**config.mk**
```make
export PLATFORM = sky130hd
export DESIGN_NAME = fp_mult_pipe
export DESIGN_NICKNAME = d
export VERILOG_FILES = /design/src/rtl/fp_pkg.sv /design/src/rtl/fp_mult_round.sv /design/src/rtl/fp_mult_pipe.sv
export SDC_FILE = /design/constraint.sdc
export NUM_CORES = 1
export LEC_CHECK = 0
export CAP_MARGIN = 30
export CORE_ASPECT_RATIO = 1.4
export CORE_UTILIZATION = 50
export CTS_CLUSTER_DIAMETER = 100
export DETAILED_ROUTE_END_ITERATION = 8
export PLACE_DENSITY = 0.75
export SKIP_LAST_GASP = 1
export SLEW_MARGIN = 10
export SYNTH_ARGS = -nofsm -noshare
export SYNTH_HDL_FRONTEND = slang
export SYNTH_SLANG_ARGS = --single-unit
export TNS_END_PERCENT = 5
```
**constraint.sdc**
```tcl
create_clock -name clk -period 3 [get_ports clk]
set_input_delay 0.6 -clock clk [delete_from_list [all_inputs] [get_ports clk]]
set_output_delay 0.6 -clock clk [all_outputs]
set_load 0.02 [all_outputs]
```
**src/rtl/fp_pkg.sv**
```systemverilog
`default_nettype none
// ============================================================================
// Module      : fp_pkg
// Description : Shared types and constants for the floating-point multiplier
//               family: operand class enum, flag bit positions, and constant
//               functions for the exponent bias and the canonical quiet NaN.
// Revision    : 1.0  initial release
// ============================================================================
package fp_pkg;

    typedef enum logic [1:0] {
        FP_ZERO = 2'd0,
        FP_NORM = 2'd1,
        FP_INF  = 2'd2,
        FP_NAN  = 2'd3
    } fpClass_t;

    // Flag vector layout: {invalid, inf_result, overflow, underflow, inexact}
    localparam int c_FLAG_W       = 5;
    localparam int c_FLAG_INVALID = 4;
    localparam int c_FLAG_INF     = 3;
    localparam int c_FLAG_OVF     = 2;
    localparam int c_FLAG_UNF     = 1;
    localparam int c_FLAG_INEXACT = 0;

    function automatic int fpBias(input int expW);
        return (1 << (expW - 1)) - 1;
    endfunction

    // Quiet NaN: positive sign, exponent all ones, fraction MSB set.
    function automatic logic [63:0] fpQnan(input int expW, input int manW);
        logic [63:0] v;
        v = ((64'd1 << expW) - 64'd1) << manW;
        v = v | (64'd1 << (manW - 1));
        return v;
    endfunction

    // Subnormals (exponent zero, any fraction) are reported as zero.
    function automatic fpClass_t fpClassify(input logic expZero, input logic expOnes,
                                            input logic fracZero);
        fpClass_t c;
        if (expZero)
            c = FP_ZERO;
        else if (expOnes)
            c = fracZero ? FP_INF : FP_NAN;
        else
            c = FP_NORM;
        return c;
    endfunction

endpackage
`default_nettype wire

```
**src/rtl/fp_mult_round.sv**
```systemverilog
`default_nettype none
// ============================================================================
// Module      : fp_mult_round
// Description : Combinational normalize/round step of a floating-point
//               multiply. Takes the raw significand product and the biased
//               exponent sum, normalizes by at most one position, rounds and
//               renormalizes on rounding carry-out.
//               Build macro FP_MULT_RNE_EN selects round-to-nearest-even;
//               without it the result is truncated (round toward zero).
// Revision    : 1.0  initial release
// ============================================================================
module fp_mult_round
    import fp_pkg::*;
#(
    parameter int EXP_W = 8,
    parameter int MAN_W = 7
) (
    input  logic [2*MAN_W+1:0]      i_prod,
    input  logic signed [EXP_W+1:0] i_exp,
    output logic [MAN_W-1:0]        o_frac,
    output logic signed [EXP_W+1:0] o_exp,
    output logic                    o_inexact
);

    localparam logic signed [EXP_W+1:0] c_EXP_ONE = (EXP_W+2)'(1);

    logic [MAN_W:0]          w_sig;
    logic                    w_guard;
    logic                    w_round;
    logic                    w_sticky;
    logic signed [EXP_W+1:0] w_expNorm;
    logic [MAN_W+1:0]        w_sum;

    // Product of two [1,2) significands lies in [1,4): pick the window.
    always_comb begin
        if (i_prod[2*MAN_W+1]) begin
            w_sig     = i_prod[2*MAN_W+1:MAN_W+1];
            w_guard   = i_prod[MAN_W];
            w_round   = i_prod[MAN_W-1];
            w_sticky  = |i_prod[MAN_W-2:0];
            w_expNorm = i_exp + c_EXP_ONE;
        end else begin
            w_sig     = i_prod[2*MAN_W:MAN_W];
            w_guard   = i_prod[MAN_W-1];
            w_round   = i_prod[MAN_W-2];
            w_sticky  = |i_prod[MAN_W-3:0];
            w_expNorm = i_exp;
        end
    end

`ifdef FP_MULT_RNE_EN
    logic w_roundUp;
    assign w_roundUp = w_guard & (w_round | w_sticky | w_sig[0]);
    assign w_sum     = {1'b0, w_sig} + {{(MAN_W+1){1'b0}}, w_roundUp};
`else
    assign w_sum     = {1'b0, w_sig};
`endif

    // A carry out of the rounded significand means it became exactly 2.0.
    always_comb begin
        if (w_sum[MAN_W+1]) begin
            o_frac = w_sum[MAN_W:1];
            o_exp  = w_expNorm + c_EXP_ONE;
        end else begin
            o_frac = w_sum[MAN_W-1:0];
            o_exp  = w_expNorm;
        end
    end

    assign o_inexact = w_guard | w_round | w_sticky;

endmodule
`default_nettype wire

```
**src/rtl/fp_mult_pipe.sv**
```systemverilog
`default_nettype none
// ============================================================================
// Module      : fp_mult_pipe
// Description : Three-stage pipelined IEEE-754-style multiplier with
//               valid/ready flow control, flush-to-zero for subnormals and
//               per-result exception flags. Stage 1 unpacks and multiplies,
//               stage 2 normalizes/rounds, stage 3 packs and applies
//               exception priority. The whole pipe stalls while an output
//               is pending and not accepted.
//               Build macro FP_MULT_RNE_EN: round-to-nearest-even when
//               defined, truncation otherwise.
// Revision    : 1.0  initial release
// ============================================================================
module fp_mult_pipe
    import fp_pkg::*;
#(
    parameter  int EXP_W  = 8,
    parameter  int MAN_W  = 7,
    localparam int DWIDTH = 1 + EXP_W + MAN_W
) (
    input  logic              clk,
    input  logic              rst,
    input  logic              in_valid,
    output logic              in_ready,
    input  logic [DWIDTH-1:0] a,
    input  logic [DWIDTH-1:0] b,
    output logic              out_valid,
    input  logic              out_ready,
    output logic [DWIDTH-1:0] result,
    output logic [4:0]        flags
);

    localparam logic signed [EXP_W+1:0] c_BIAS     = (EXP_W+2)'(fpBias(EXP_W));
    localparam logic signed [EXP_W+1:0] c_EXP_MAX  = (EXP_W+2)'((1 << EXP_W) - 1);
    localparam logic signed [EXP_W+1:0] c_EXP_ZERO = '0;
    localparam logic [EXP_W-1:0]        c_EXP_ONES = '1;
    localparam logic [DWIDTH-1:0]       c_QNAN     = DWIDTH'(fpQnan(EXP_W, MAN_W));

    logic w_advance;

    // Stage 1 combinational unpack/multiply
    logic [EXP_W-1:0]        w_expA, w_expB;
    logic [MAN_W-1:0]        w_fracA, w_fracB;
    fpClass_t                w_classA, w_classB;
    logic [MAN_W:0]          w_manA, w_manB;
    logic [2*MAN_W+1:0]      w_prod;
    logic signed [EXP_W+1:0] w_expSum;

    // Stage 1 registers
    logic                    r_s1Valid;
    logic                    r_s1Sign;
    fpClass_t                r_s1ClassA, r_s1ClassB;
    logic [2*MAN_W+1:0]      r_s1Prod;
    logic signed [EXP_W+1:0] r_s1Exp;

    // Stage 2 combinational and registers
    logic [MAN_W-1:0]        w_rndFrac;
    logic signed [EXP_W+1:0] w_rndExp;
    logic                    w_rndInexact;
    logic                    r_s2Valid;
    logic                    r_s2Sign;
    fpClass_t                r_s2ClassA, r_s2ClassB;
    logic [MAN_W-1:0]        r_s2Frac;
    logic signed [EXP_W+1:0] r_s2Exp;
    logic                    r_s2Inexact;

    // Stage 3 combinational pack
    logic [DWIDTH-1:0]       w_packRes;
    logic [c_FLAG_W-1:0]     w_packFlags;

    assign w_advance = !out_valid || out_ready;
    assign in_ready  = w_advance;

    assign w_expA   = a[DWIDTH-2:MAN_W];
    assign w_expB   = b[DWIDTH-2:MAN_W];
    assign w_fracA  = a[MAN_W-1:0];
    assign w_fracB  = b[MAN_W-1:0];
    assign w_classA = fpClassify(w_expA == '0, w_expA == c_EXP_ONES, w_fracA == '0);
    assign w_classB = fpClassify(w_expB == '0, w_expB == c_EXP_ONES, w_fracB == '0);
    assign w_manA   = (w_classA == FP_NORM) ? {1'b1, w_fracA} : '0;
    assign w_manB   = (w_classB == FP_NORM) ? {1'b1, w_fracB} : '0;
    assign w_prod   = {{(MAN_W+1){1'b0}}, w_manA} * {{(MAN_W+1){1'b0}}, w_manB};
    assign w_expSum = $signed({2'b00, w_expA}) + $signed({2'b00, w_expB}) - c_BIAS;

    // Stage 1 register: capture the unpacked operands on an input transfer
    always_ff @(posedge clk or posedge rst) begin
        if (rst) begin
            r_s1Valid  <= 1'b0;
            r_s1Sign   <= 1'b0;
            r_s1ClassA <= FP_ZERO;
            r_s1ClassB <= FP_ZERO;
            r_s1Prod   <= '0;
            r_s1Exp    <= '0;
        end else if (w_advance) begin
            r_s1Valid <= in_valid;
            if (in_valid) begin
                r_s1Sign   <= a[DWIDTH-1] ^ b[DWIDTH-1];
                r_s1ClassA <= w_classA;
                r_s1ClassB <= w_classB;
                r_s1Prod   <= w_prod;
                r_s1Exp    <= w_expSum;
            end
        end
    end

    fp_mult_round #(
        .EXP_W (EXP_W),
        .MAN_W (MAN_W)
    ) u_round (
        .i_prod    (r_s1Prod),
        .i_exp     (r_s1Exp),
        .o_frac    (w_rndFrac),
        .o_exp     (w_rndExp),
        .o_inexact (w_rndInexact)
    );

    // Stage 2 register: hold the rounded significand and final exponent
    always_ff @(posedge clk or posedge rst) begin
        if (rst) begin
            r_s2Valid   <= 1'b0;
            r_s2Sign    <= 1'b0;
            r_s2ClassA  <= FP_ZERO;
            r_s2ClassB  <= FP_ZERO;
            r_s2Frac    <= '0;
            r_s2Exp     <= '0;
            r_s2Inexact <= 1'b0;
        end else if (w_advance) begin
            r_s2Valid <= r_s1Valid;
            if (r_s1Valid) begin
                r_s2Sign    <= r_s1Sign;
                r_s2ClassA  <= r_s1ClassA;
                r_s2ClassB  <= r_s1ClassB;
                r_s2Frac    <= w_rndFrac;
                r_s2Exp     <= w_rndExp;
                r_s2Inexact <= w_rndInexact;
            end
        end
    end

    // Exception priority: NaN/invalid, inf, zero, overflow, underflow, normal
    always_comb begin
        w_packRes   = {r_s2Sign, r_s2Exp[EXP_W-1:0], r_s2Frac};
        w_packFlags = '0;
        w_packFlags[c_FLAG_INEXACT] = r_s2Inexact;
        if (r_s2ClassA == FP_NAN || r_s2ClassB == FP_NAN ||
            (r_s2ClassA == FP_INF && r_s2ClassB == FP_ZERO) ||
            (r_s2ClassA == FP_ZERO && r_s2ClassB == FP_INF)) begin
            w_packRes   = c_QNAN;
            w_packFlags = '0;
            w_packFlags[c_FLAG_INVALID] = 1'b1;
        end else if (r_s2ClassA == FP_INF || r_s2ClassB == FP_INF) begin
            w_packRes   = {r_s2Sign, c_EXP_ONES, {MAN_W{1'b0}}};
            w_packFlags = '0;
            w_packFlags[c_FLAG_INF] = 1'b1;
        end else if (r_s2ClassA == FP_ZERO || r_s2ClassB == FP_ZERO) begin
            w_packRes   = {r_s2Sign, {(EXP_W+MAN_W){1'b0}}};
            w_packFlags = '0;
        end else if (r_s2Exp >= c_EXP_MAX) begin
            w_packRes   = {r_s2Sign, c_EXP_ONES, {MAN_W{1'b0}}};
            w_packFlags = '0;
            w_packFlags[c_FLAG_OVF]     = 1'b1;
            w_packFlags[c_FLAG_INF]     = 1'b1;
            w_packFlags[c_FLAG_INEXACT] = 1'b1;
        end else if (r_s2Exp <= c_EXP_ZERO) begin
            w_packRes   = {r_s2Sign, {(EXP_W+MAN_W){1'b0}}};
            w_packFlags = '0;
            w_packFlags[c_FLAG_UNF]     = 1'b1;
            w_packFlags[c_FLAG_INEXACT] = 1'b1;
        end
    end

    // Stage 3 register: the outputs themselves, held while the consumer stalls
    always_ff @(posedge clk or posedge rst) begin
        if (rst) begin
            out_valid <= 1'b0;
            result    <= '0;
            flags     <= '0;
        end else if (w_advance) begin
            out_valid <= r_s2Valid;
            if (r_s2Valid) begin
                result <= w_packRes;
                flags  <= w_packFlags;
            end
        end
    end

endmodule
`default_nettype wire
```
==> results of run 1 <==
-- flip-flops by register name, indices dropped and copies added (netlist names) --
name,flops
flags,5
out_valid,1
r_s1ClassA,2
r_s1ClassB,2
r_s1Exp,10
r_s1Prod,16
r_s1Sign,1
r_s1Valid,1
r_s2ClassA,2
r_s2ClassB,2
r_s2Exp,10
r_s2Frac,7
r_s2Inexact,1
r_s2Sign,1
r_s2Valid,1
result,16
-- layout make-up --
type / count / area share, %
Inverter: 71 / 3.494
Tap cell: 144 / 2.362
Clock inverter: 1 / 0.06561
Sequential cell: 78 / 25.59
Multi-Input combinational cell: 449 / 48.24
Clock buffer: 14 / 3.461
Timing Repair Buffer: 148 / 16.80
-- critical path: stages --
cell	delay (ns)
sky130_fd_sc_hd__buf_6	0.09
sky130_fd_sc_hd__or4_4	0.53
sky130_fd_sc_hd__nor2_4	0.16
sky130_fd_sc_hd__nor4_4	0.06
sky130_fd_sc_hd__buf_4	0.15
sky130_fd_sc_hd__buf_12	0.13
sky130_fd_sc_hd__buf_6	0.11
sky130_fd_sc_hd__and3_4	0.18
sky130_fd_sc_hd__fa_1	0.51
sky130_fd_sc_hd__inv_2	0.04
sky130_fd_sc_hd__fa_1	0.49
sky130_fd_sc_hd__inv_1	0.05
sky130_fd_sc_hd__fa_1	0.52
sky130_fd_sc_hd__inv_2	0.04
sky130_fd_sc_hd__fa_1	0.51
sky130_fd_sc_hd__inv_2	0.05
sky130_fd_sc_hd__ha_4	0.27
sky130_fd_sc_hd__o211ai_1	0.10
sky130_fd_sc_hd__o211ai_1	0.31
sky130_fd_sc_hd__a31oi_1	0.15
sky130_fd_sc_hd__xor2_1	0.18
sky130_fd_sc_hd__o21ai_0	0.13
-- repair_timing --
action                     in CTS  in global routing
pin swaps                      21                 18
buffers inserted               10                  3
cloned                          1                  1
resized for setup              27                 39
setup endpoints to repair      14                 14
-- cells in the mapped netlist (5+ instances only) --
cell type / instances
sky130_fd_sc_hd__a22o_1: 6
sky130_fd_sc_hd__mux2i_1: 8
sky130_fd_sc_hd__clkbuf_1: 10
sky130_fd_sc_hd__nand4_1: 9
sky130_fd_sc_hd__xnor2_1: 9
sky130_fd_sc_hd__dfrtp_1: 78
sky130_fd_sc_hd__inv_1: 69
sky130_fd_sc_hd__nor4_1: 6
sky130_fd_sc_hd__fa_1: 37
sky130_fd_sc_hd__nand3_1: 7
sky130_fd_sc_hd__ha_1: 52
sky130_fd_sc_hd__nand2_1: 78
sky130_fd_sc_hd__and2_1: 16
sky130_fd_sc_hd__a21o_1: 8
sky130_fd_sc_hd__a21oi_1: 22
sky130_fd_sc_hd__or4_1: 5
sky130_fd_sc_hd__xor2_1: 17
sky130_fd_sc_hd__buf_6: 5
sky130_fd_sc_hd__nor2_1: 25
sky130_fd_sc_hd__nor3_1: 5
sky130_fd_sc_hd__and3_1: 41
sky130_fd_sc_hd__o21ai_0: 49
sky130_fd_sc_hd__mux2_2: 12
-- cell families after synthesis --
kind of cell	count (synthesis)	synth area share, %
flip-flops	78	33.28
XOR/XNOR	26	3.882
AND/OR/NAND/NOR	201	17.24
AO/OA/AOI/OAI	113	11.67
buffers and inverters	91	6.549
adder cells (fa/ha/maj)	89	23.72
multiplexers	20	3.669
-- cells in the final DEF (no fill, tap or decap), types with 9 or more instances in the layout --
master | Yosys | layout
sky130_fd_sc_hd__ha_1 | 52 | 49
sky130_fd_sc_hd__xor2_1 | 17 | 17
sky130_fd_sc_hd__clkbuf_16 | 0 | 10
sky130_fd_sc_hd__nor2_1 | 25 | 23
sky130_fd_sc_hd__nand4_1 | 9 | 9
sky130_fd_sc_hd__and3_1 | 41 | 35
sky130_fd_sc_hd__mux2_2 | 12 | 12
sky130_fd_sc_hd__o21ai_0 | 49 | 47
sky130_fd_sc_hd__inv_1 | 69 | 64
sky130_fd_sc_hd__dfrtp_1 | 78 | 78
sky130_fd_sc_hd__clkbuf_2 | 0 | 12
sky130_fd_sc_hd__clkdlybuf4s50_1 | 0 | 42
sky130_fd_sc_hd__a21oi_1 | 22 | 19
sky130_fd_sc_hd__buf_4 | 0 | 83
sky130_fd_sc_hd__and2_1 | 16 | 15
sky130_fd_sc_hd__xnor2_1 | 9 | 9
sky130_fd_sc_hd__fa_1 | 37 | 37
sky130_fd_sc_hd__nand2_1 | 78 | 78
-- stage by stage --
stage,power [mW],hold slack (ns)
floorplan,3.766,0.4458
global placement,4.780,0.4598
detailed placement,4.896,0.4720
CTS,5.971,0.4830
global route,6.453,0.5100
finish,5.969,0.4807
-- worst paths after layout --
kind	from	to	slack [ns]	cells past startpoint
worst max-delay path	b[12]	r_s1Prod[12]$_DFFE_PP0P_	-2.12	22
worst min-delay path	r_s1Prod[4]$_DFFE_PP0P_	r_s1Prod[4]$_DFFE_PP0P_	0.48	2
worst max register to register	r_s2Exp[1]$_DFFE_PP0P_	result[10]$_DFFE_PP0P_	1.29	5
worst min register to register	r_s1Prod[4]$_DFFE_PP0P_	r_s1Prod[4]$_DFFE_PP0P_	0.48	2
max in group asynchronous	rst	result[8]$_DFFE_PP0P_	1.65	3
min in group asynchronous	rst	result[2]$_DFFE_PP0P_	0.68	2
-- where the power goes --
part / total, mW / internal (mW) / switching, mW
Sequential: 1.80 / 1.48 / 0.318
Clock: 0.974 / 0.599 / 0.375
Combinational: 3.19 / 1.54 / 1.66
-- layer usage --
metal,vias to the layer above,share of wire [%]
li1,2389,-
met1,2342,38
met2,128,54
met3,51,2.9
met4,0,4.6
met5,-,0
==> impl_metrics.py, run 1 <==
metrics = {
    "die": {
        "io_pins": 59,
        "die_w_um": 93.54,
        "initial_core_util_pct": 51.47,
        "die_y_um": 130.2,
        "placement_rows": 46,
        "die_outline_area_um2": 12170,
        "design.core.area_um2": 11400,
    },
    "cts": {
        "cts_max_level": 3,
        "cts_tree": "done",
        "cts.path.max_buffers": 2,
        "post_cts_hold_buffer_count": 0,
        "clkTransAtPathRegs_ns": 0.05,
        "number_of_clock_buffers_inserted_by_tritoncts": 9,
        "clock_sink_count": 78,
        "clock_root_buffer": "sky130_fd_sc_hd__clkbuf_16",
        "worstSkewPairLatency_ns": 0.33,
    },
    "drt": {
        "route.detailed.drc": 0,
        "number_of_iterations_in_the_first_detailed_routing_pass": 6,
        "viasPerCell": 5.425,
        "via_count_of_the_routed_design": 4910,
        "initialDrtViolationCount": 148,
        "wirelength_mm": 13.70,
        "wl_per_cell_um": 15.13,
        "antenna_left": 0,
    },
    "cells_and_area": {
        "num_antenna_cells": 0,
        "final_instance_area_um2": 7629,
        "filler_cell_count": 920,
        "total_area_of_multi_input_combinational_cells_um2": 3680,
        "area_added_between_synthesis_and_finish_pct": 30.06,
        "layout.area.seq_um2": 1952,
        "finish.net_count": 882,
        "post_layout_nonfiller_instances": 905,
        "drive_above_1_share_pct": 21.02,
        "final_util_pct": 66.94,
    },
    "sta": {
        "postLayoutSetupSlackWorst_ns": -2.115,
        "slew_limit_fails": 0,
        "timing.clock.skew_ns": 0.005237,
        "setup-violations-final": 14,
        "maxClockFrequency_mhz": 195.5,
        "setup-tns-final_ns": -23.21,
        "min_period_ns": 5.115,
        "worst_pin_slew_ns": 0.6346,
        "finalCritPeriodShare_pct": 170.5,
        "slew_headroom_pct": 57.37,
        "rsz0062_at_grt": "true",
        "timing_hold_violations_final": 0,
    },
    "yosys": {
        "number_of_enable_type_register_cells_in_the_synthesized_netlist": 0,
        "mappedNetlistArea_um2": 5866,
        "portion_of_synthesized_cell_area_occupied_by_the_leading_cell_type_pct": 33.28,
        "netlist-cell-type-count": 50,
        "synthesis.nets": 743,
        "synth_top_flop_cell": "sky130_fd_sc_hd__dfrtp_1",
        "synth-seq-cells": 78,
        "yosys.area.top_type": "sky130_fd_sc_hd__dfrtp_1",
        "syn_area_per_cell_um2": 9.491,
        "post_synth_main_area_contributors": "sky130_fd_sc_hd__dfrtp_1 33%, sky130_fd_sc_hd__fa_1 13%, sky130_fd_sc_hd__ha_1 11%",
        "async_flop_share_pct": 100.0,
        "ys.warnings.count": 0,
        "synth.yosys.seq_area_share_pct": 33.28,
        "syn_inst": 618,
    },
    "run": {
        "max_cap_viol_count": 0,
    },
    "critical_path": {
        "critical_path.max_fanout": 5,
        "critical_path_arrival_ns": 5.37,
        "crit_type": "in -> reg",
        "critPathLaunchType": "input pin",
        "worst_ep_required_time_ns": 3.25,
        "cp-end-kind": "flip-flop",
    },
    "worst_hold_path": {
        "hold_path.class": "reg -> reg",
    },
    "power": {
        "power.density_cell_area_nw_per_um2": 782.4,
        "worst_ir_drop_vdd_uv": 448.5,
        "power.static_leakage_nw": 3.763,
    },
    "grt": {
        "met1_usage_grt_pct": 25.13,
        "groute.layer.met3.usage_pct": 2.448,
        "vias_in_the_first_global_route": 4973,
        "grt_max_degree": 55,
        "congestion_overflow_gr": 0,
        "grt-busiest-layer": "met2",
        "groute.layer.met2.usage_pct": 44.90,
        "wire_length_of_the_first_global_routing_pass_mm": 22.31,
        "grt_util_all_layers_pct": 23.32,
        "grt_antenna_before_repair": 0,
    },
    "place": {
        "port_buffers": 58,
        "place_area_um2": 7211,
        "preCtsSetupSlack_ns": -2.694,
        "placed_cells": 875,
        "dp_hpwl_mm": 10.65,
        "finalWeightedCongestion": 0.8910,
    },
    "run_status": {
        "violations": "negative setup slack",
        "status": "finished with violations",
    },
}
No activity file was read; power rests on OpenSTA's default activity.
==> run 2, diff against run 1 <==
- MAX_ROUTING_LAYER: unset -> met4
- TNS_END_PERCENT: 5 -> unset
==> run 2 against run 1 <==
Against the previous run: the flow now stops in 5_2_route; global-route usage increased by 3.4 points; area after synthesis unchanged; synthesized cell count unchanged.
==> impl_metrics.py, run 2 <==
metrics = {
    "yosys": {
        "yosys.area.top_type": "sky130_fd_sc_hd__dfrtp_1",
        "synth-seq-cells": 78,
        "post_synth_main_area_contributors": "sky130_fd_sc_hd__dfrtp_1 33%, sky130_fd_sc_hd__fa_1 13%, sky130_fd_sc_hd__ha_1 11%",
        "synth.cells.most_frequent": "78 x sky130_fd_sc_hd__dfrtp_1, 78 x sky130_fd_sc_hd__nand2_1, 69 x sky130_fd_sc_hd__inv_1, 52 x sky130_fd_sc_hd__ha_1, 49 x sky130_fd_sc_hd__o21ai_0",
        "number_of_enable_type_register_cells_in_the_synthesized_netlist": 0,
        "portion_of_synthesized_cell_area_occupied_by_the_leading_cell_type_pct": 33.28,
        "synth.yosys.seq_area_share_pct": 33.28,
        "synthesis.nets": 743,
        "netlist-cell-type-count": 50,
        "syn_inst": 618,
        "ys.warnings.count": 0,
        "mappedNetlistArea_um2": 5866,
        "synth_top_flop_cell": "sky130_fd_sc_hd__dfrtp_1",
        "syn_area_per_cell_um2": 9.491,
        "async_flop_share_pct": 100.0,
    },
    "die": {
        "io_pins": 59,
        "placement_rows": 46,
        "die_w_um": 93.54,
        "die_y_um": 130.2,
        "initial_core_util_pct": 51.47,
    },
    "grt": {
        "grt_max_degree": 79,
        "grt_util_all_layers_pct": 26.77,
        "congestion_overflow_gr": 0,
        "wire_length_of_the_first_global_routing_pass_mm": 24.42,
        "grt_antenna_before_repair": 0,
        "vias_in_the_first_global_route": 5300,
    },
    "cts": {
        "cts_max_level": 3,
        "clock_sink_count": 78,
        "number_of_clock_buffers_inserted_by_tritoncts": 9,
        "post_cts_hold_buffer_count": 0,
        "cts.path.max_buffers": 2,
        "clock_root_buffer": "sky130_fd_sc_hd__clkbuf_16",
    },
    "place": {
        "port_buffers": 58,
        "dp_hpwl_mm": 10.86,
        "preCtsSetupSlack_ns": -2.676,
        "place_area_um2": 7380,
        "finalWeightedCongestion": 0.8907,
    },
    "sta": {
        "worst_path_end_type": "sequential cell input",
        "timing.grt.repair.worst_endpoint": "r_s1Prod[13]$_DFFE_PP0P_/D",
    },
    "run_status": {
        "run.stop_error": "[ERROR DRT-0255] Maze Route cannot find path of net clk in worker of routeBox ( 48300 0 ) ( 93540 48300 ).",
        "lastStage": "5_2_route",
        "status": "stopped before the end",
    },
}
-- run 2: cell counts after synthesis --
Identical to the previous run, type by type.
-- run 2: what timing repair did --
item	CTS	global route
setup endpoints to repair	15	14
pin swaps	46	52
gates cloned	1	0
setup buffers	18	5
resized for setup	121	28
-- run 2: cells by family after synthesis --
kind of cell,share of synthesized area (%)
adder cells (fa/ha/maj),23.72
buffers and inverters,6.549
multiplexers,3.669
XOR/XNOR,3.882
AO/OA/AOI/OAI,11.67
flip-flops,33.28
AND/OR/NAND/NOR,17.24
-- run 2: metal layers --
metal  GRT usage, %
met5              -
met4          11.86
met3          3.438
met1          27.45
met2          50.43
-- run 2: metrics by stage --
step                TNS, ns  instances  util (%)
detailed placement   -30.78        886     64.76
global route         -22.34        919     71.08
global placement     -29.37        886     64.76
CTS                  -21.11        918     70.13
floorplan            -19.53        618         -
==> run 3, diff against run 2 <==
- CORE_ASPECT_RATIO: 1.4 -> unset
- CORE_UTILIZATION: 50 -> 35
- CTS_CLUSTER_DIAMETER: 100 -> unset
- MAX_ROUTING_LAYER: met4 -> unset
- PLACE_DENSITY: 0.75 -> unset
- PLACE_DENSITY_LB_ADDON: unset -> 0.15
==> run 3 against run 2 <==
Against the previous run: the flow now finishes, with violations (negative setup slack); global-route usage fell by 9.9 points.
==> impl_metrics.py, run 3 (synthesis results as in run 1) <==
metrics = {
    "drt": {
        "number_of_iterations_in_the_first_detailed_routing_pass": 4,
        "viasPerCell": 4.825,
        "initialDrtViolationCount": 188,
        "wirelength_mm": 13.94,
        "via_count_of_the_routed_design": 4724,
        "wl_per_cell_um": 14.24,
        "antenna_left": 0,
        "route.detailed.drc": 0,
    },
    "cells_and_area": {
        "total_area_of_multi_input_combinational_cells_um2": 3875,
        "final_util_pct": 49.18,
        "layout.area.seq_um2": 1952,
        "num_antenna_cells": 0,
        "largest_registers": "r_s1Prod: 16 flops, result: 16 flops",
        "finish.net_count": 883,
        "area_added_between_synthesis_and_finish_pct": 35.11,
        "most-common-layout-cells": "82 x sky130_fd_sc_hd__buf_4, 78 x sky130_fd_sc_hd__dfrtp_1, 77 x sky130_fd_sc_hd__nand2_1",
        "filler_cell_count": 1513,
        "drive_above_1_share_pct": 25.69,
        "final_common_cell": "sky130_fd_sc_hd__buf_4",
    },
    "cts": {
        "worstSkewPairLatency_ns": 0.33,
        "clkTransAtPathRegs_ns": 0.06,
        "cts_max_level": 3,
        "cts_tree": "done",
        "clock_root_buffer": "sky130_fd_sc_hd__clkbuf_16",
        "cts.path.max_buffers": 2,
        "clock_sink_count": 78,
        "number_of_clock_buffers_inserted_by_tritoncts": 9,
    },
    "worst_hold_path": {
        "hold_path.class": "reg -> reg",
        "worstHoldPathCells": 1,
    },
    "die": {
        "io_pins": 59,
        "design.core.area_um2": 16120,
        "placement_rows": 46,
        "die_outline_area_um2": 17280,
        "die_w_um": 131.5,
        "die_y_um": 131.5,
        "initial_core_util_pct": 36.40,
    },
    "grt": {
        "vias_in_the_first_global_route": 4845,
        "congestion_overflow_gr": 0,
        "grt_max_degree": 54,
        "grt_util_all_layers_pct": 16.89,
        "grt_antenna_before_repair": 0,
        "wire_length_of_the_first_global_routing_pass_mm": 23.62,
    },
    "run_status": {
        "violations": "negative setup slack",
        "status": "finished with violations",
    },
    "run": {
        "max_cap_viol_count": 0,
    },
    "power": {
        "power.static_leakage_nw": 3.749,
        "power.density_cell_area_nw_per_um2": 788.9,
        "total_switching_power_mw": 2.480,
        "worst_ir_drop_vdd_uv": 389.9,
        "intPower_mw": 3.772,
        "seqPwrFrac_pct": 28.8,
        "fin_total_pwr_mw": 6.252,
        "clock_power_share_pct": 15.6,
        "power_frac_comb_pct": 55.6,
        "switching_share_pct": 39.67,
    },
    "critical_path": {
        "r2r_cells": 6,
        "cp-end-kind": "flip-flop",
        "critical-path-slowest-cell": "sky130_fd_sc_hd__fa_1",
        "critPathLaunchType": "input pin",
        "worst_ep_required_time_ns": 3.22,
        "crit_type": "in -> reg",
        "critical_path.max_fanout": 4,
        "path_delay_family": "adder cells",
        "path_buf_inv": 7,
        "timing.critical_path.cells": "buf_6 > or4_4 > nor2_4 > nor4_4 > buf_4 > buf_12 > and3_4 > fa_1 > inv_2 > fa_1 > inv_2 > fa_1 > inv_1 > fa_1 > inv_2 > ha_4 > o211ai_1 > a21oi_2 > o2111ai_2 > a21o_1 > a41o_1",
        "worst_stage_delay_on_the_critical_path_ns": 0.55,
        "cp_num_cells": 21,
        "critical_path_arrival_ns": 5.18,
        "critical_path.most_common_cell": "sky130_fd_sc_hd__fa_1",
    },
    "sta": {
        "timing.clock.skew_ns": 0.005879,
        "maxClockFrequency_mhz": 201.7,
        "rsz0062_at_grt": "true",
        "timing_hold_violations_final": 0,
        "min_hold_slack_ns": 0.4790,
        "finalCritPeriodShare_pct": 165.3,
        "slew_limit_fails": 0,
        "setup-violations-final": 13,
        "worst_pin_slew_ns": 0.6395,
        "slew_headroom_pct": 57.04,
        "postLayoutSetupSlackWorst_ns": -1.959,
        "min_period_ns": 4.959,
    },
    "place": {
        "port_buffers": 58,
        "dp_hpwl_mm": 11.27,
        "finalWeightedCongestion": 0.8193,
    },
}
-- run 3: final cells by class --
type	count	area share [%]
tap	216	3.410
inverter	71	3.363
timing repair buffer	149	16.31
clock inverter	4	0.2842
clock buffer	12	3.110
sequential	78	24.63
multi-input combinational	449	48.89
-- run 3: stage by stage --
| step | std cells | setup slack, ns | area [µm²] | TNS [ns] |
|---|---|---|---|---|
| 2_1_floorplan | 618 | -1.966 | 6066 | -19.53 |
| 3_3_place_gp | 954 | -2.574 | 7427 | -29.92 |
| 3_5_place_dp | 954 | -2.609 | 7427 | -30.82 |
| 4_1_cts | 978 | -2.090 | 7843 | -21.26 |
| 5_1_grt | 979 | -2.107 | 7925 | -22.07 |
| 6_report | 979 | -1.959 | 7925 | -20.27 |
-- run 3: power groups by stage --
stage,logic [mW],clock network [mW],registers [mW]
final,3.48,0.973,1.80
after detailed placement,3.27,0,1.83
after global routing,3.90,1.04,1.87
after CTS,3.40,0.998,1.81
after global placement,3.22,0,1.80
after floorplan,1.97,0,1.90
-- run 3: metal layers --
metal / up-vias / wire (µm) / GRT usage [%]
met3: 10 / 292 / 2.469
met1: 2266 / 6480 / 21.66
met2: 60 / 6984 / 29.45
li1: 2388 / - / -
met4: 0 / 179 / 4.651
met5: - / 0 / 0
-- run 3: repair_timing --
action	in CTS	in global routing
hold buffers	0	0
setup buffers	10	2
endpoints found under the setup margin	14	14
gates resized for setup	91	15
pin swaps	43	23
-- run 3: final timing paths --
kind / to / slack, ns / from
max in group asynchronous: r_s1Exp[4]$_DFFE_PP0P_ / 1.87 / rst
min in group asynchronous: result[2]$_DFFE_PP0P_ / 0.68 / rst
min: r_s1ClassB[0]$_DFFE_PP0P_ / 0.48 / r_s1ClassB[0]$_DFFE_PP0P_
max reg2reg: r_s1ClassA[0]$_DFFE_PP0P_ / 1.18 / out_valid$_DFFE_PP0N_
min reg2reg: r_s1ClassB[0]$_DFFE_PP0P_ / 0.48 / r_s1ClassB[0]$_DFFE_PP0P_
max: r_s1Prod[13]$_DFFE_PP0P_ / -1.96 / a[7]
==> run 4, diff against run 3 <==
- CORE_MARGIN: unset -> 8
- clock period: 3 -> 4.6 ns (I/O delays scaled with it)
==> run 4 against run 3 <==
Against the previous run: the run still ends with negative setup slack left; combinational power fell by 37%; critical path type unchanged; sequential power decreased by 34%; hold slack lost 0.0021 ns; power shrank 36%; die area is 22% higher; largest power group unchanged; count of clock-buffer cells in the layout unchanged; largest cell class unchanged; non-clock buffer count decreased by 5.
==> impl_metrics.py, run 4 (synthesis results as in run 1) <==
metrics = {
    "grt": {
        "grt_max_degree": 57,
        "vias_in_the_first_global_route": 4926,
        "wire_length_of_the_first_global_routing_pass_mm": 23.70,
        "congestion_overflow_gr": 0,
        "grt_util_all_layers_pct": 13.24,
        "grt_antenna_before_repair": 0,
    },
    "sta": {
        "slew_headroom_pct": 52.60,
        "rsz0062_at_grt": "true",
        "maxClockFrequency_mhz": 185.0,
        "setup-violations-final": 10,
        "finalCritPeriodShare_pct": 117.5,
        "setup-tns-final_ns": -5.969,
        "slew_limit_fails": 0,
        "timing.clock.skew_ns": 0.003477,
        "min_hold_slack_ns": 0.4770,
        "timing_hold_violations_final": 0,
        "postLayoutSetupSlackWorst_ns": -0.8068,
        "min_period_ns": 5.407,
        "worst_pin_slew_ns": 0.7110,
    },
    "power": {
        "power.static_leakage_nw": 3.724,
        "worst_ir_drop_vdd_uv": 235.2,
        "power.density_cell_area_nw_per_um2": 512.9,
        "fin_total_pwr_mw": 4.009,
    },
    "critical_path": {
        "critical_path.startpoint": "b[12]",
        "worst_stage_delay_on_the_critical_path_ns": 0.53,
        "critPathLaunchType": "input pin",
        "path_buf_inv": 7,
        "critical_path.most_common_cell": "sky130_fd_sc_hd__fa_1",
        "crit_type": "in -> reg",
        "path_delay_family": "adder cells",
        "crit-reg2reg-launch": "out_valid$_DFFE_PP0N_",
        "r2r_cells": 6,
        "critical_path_arrival_ns": 5.67,
        "r2r_setup_slack_ns": 2.57,
        "critical_path.max_fanout": 5,
        "crit-reg2reg-capture": "r_s1ClassA[0]$_DFFE_PP0P_",
        "timing.critical_path.cells": "buf_6 > or4_4 > nor2_4 > nor4_4 > buf_12 > buf_8 > buf_4 > buf_4 > and3_1 > fa_1 > fa_1 > fa_1 > inv_1 > fa_1 > inv_2 > ha_4 > o211ai_1 > a21oi_2 > o21ai_2 > or4_1 > nand3_1",
        "cp-end-kind": "flip-flop",
        "worst_ep_required_time_ns": 4.86,
        "critical-path-slowest-cell": "sky130_fd_sc_hd__or4_4",
    },
    "run": {
        "max_cap_viol_count": 0,
    },
    "drt": {
        "route.detailed.drc": 0,
        "wl_per_cell_um": 14.14,
        "initialDrtViolationCount": 126,
        "wirelength_mm": 13.80,
        "number_of_iterations_in_the_first_detailed_routing_pass": 4,
        "viasPerCell": 4.796,
        "antenna_left": 0,
        "via_count_of_the_routed_design": 4681,
    },
    "cts": {
        "number_of_clock_buffers_inserted_by_tritoncts": 9,
        "post_cts_hold_buffer_count": 0,
        "clock_root_buffer": "sky130_fd_sc_hd__clkbuf_16",
        "cts.path.max_buffers": 2,
        "cts_tree": "done",
        "cts_max_level": 3,
        "worstSkewPairLatency_ns": 0.33,
        "clock_sink_count": 78,
        "clkTransAtPathRegs_ns": 0.05,
    },
    "cells_and_area": {
        "final_common_cell": "sky130_fd_sc_hd__buf_4",
        "area_added_between_synthesis_and_finish_pct": 33.26,
        "most-common-layout-cells": "79 x sky130_fd_sc_hd__buf_4, 78 x sky130_fd_sc_hd__dfrtp_1, 76 x sky130_fd_sc_hd__nand2_1",
        "filler_cell_count": 1576,
        "num_antenna_cells": 0,
        "finish.net_count": 878,
        "drive_above_1_share_pct": 24.34,
        "largest_registers": "r_s1Prod: 16 flops, result: 16 flops",
    },
    "place": {
        "dp_hpwl_mm": 11.07,
        "port_buffers": 58,
        "finalWeightedCongestion": 0.8225,
    },
    "die": {
        "initial_core_util_pct": 35.62,
        "die_y_um": 145.5,
        "placement_rows": 47,
        "die_w_um": 145.5,
        "io_pins": 59,
        "die_outline_area_um2": 21160,
        "design.core.area_um2": 16470,
    },
    "worst_hold_path": {
        "hold_path.class": "reg -> reg",
        "worstHoldPathCells": 2,
        "worst_hold_startpoint": "r_s1Sign$_DFFE_PP0P_",
        "hold-path-endpoint": "r_s1Sign$_DFFE_PP0P_",
    },
    "run_status": {
        "violations": "negative setup slack",
        "status": "finished with violations",
    },
}
[run 4: cell types whose count changed in the layout (fill, tap and decap cells not counted), sizes merged]
cell	before	now
clkinvlp	1	0
clkinv	3	2
buf	103	98
clkbuf	12	15
clkdlybuf4s15	4	1
[run 4: area by class of cell]
type	count	area (µm²)	area share [%]
Multi-Input combinational cell	449	3830	49.00
Sequential cell	78	1952	24.97
Clock inverter	2	10.01	0.1281
Tap cell	220	275.3	3.522
Timing Repair Buffer	144	1236	15.82
Inverter	71	266.5	3.410
Clock buffer	12	246.5	3.154
[run 4: how the worst max path moves through the flow]
stage	to	slack, ns	depth (start not counted)
after floorplan	r_s1Prod[13]$_DFFE_PP0P_	-0.69	20
after global placement	r_s1Prod[13]$_DFFE_PP0P_	-1.30	20
after detailed placement	r_s1Prod[13]$_DFFE_PP0P_	-1.32	20
after CTS	r_s1Prod[15]$_DFFE_PP0P_	-0.82	21
after global routing	r_s1Prod[12]$_DFFE_PP0P_	-0.96	21
final	r_s1Prod[15]$_DFFE_PP0P_	-0.81	21
[run 4: tightest hold or removal path: cells and delay by family (launching register included)]
family / cells / cell delay (ns)
flops: 1 / 0.34
simple gates: 1 / 0.04
compound gates: 1 / 0.06
[run 4: routing by layer]
metal / GRT usage [%] / wire length (µm) / vias to the layer above
met5: 0 / 0 / -
met4: 4.060 / 228 / 0
met3: 2.643 / 482 / 19
met2: 21.26 / 6355 / 72
met1: 17.63 / 6732 / 2201
li1: - / - / 2389
[run 4: where the power goes]
part           internal (mW)  switching (mW)  total, mW
Clock                  0.372           0.246      0.618
Sequential             0.967           0.226       1.19
Combinational           1.08            1.11       2.20
[run 4: what timing repair did]
item	4_1_cts	5_1_grt
gates resized for setup	83	25
pin swaps	31	41
buffers inserted	7	6
setup endpoints to repair	11	11
gates cloned	1	0
[run 4: metrics by stage]
step	worst slack [ns]	instance area (µm²)	util, %	cells
6_report	-0.8068	7816	47.47	976
5_1_grt	-0.9561	7816	47.47	976
4_1_cts	-0.8230	7697	46.75	970
3_5_place_dp	-1.321	7307	44.38	948
3_3_place_gp	-1.296	7307	44.38	948
2_1_floorplan	-0.6861	6016	-	618
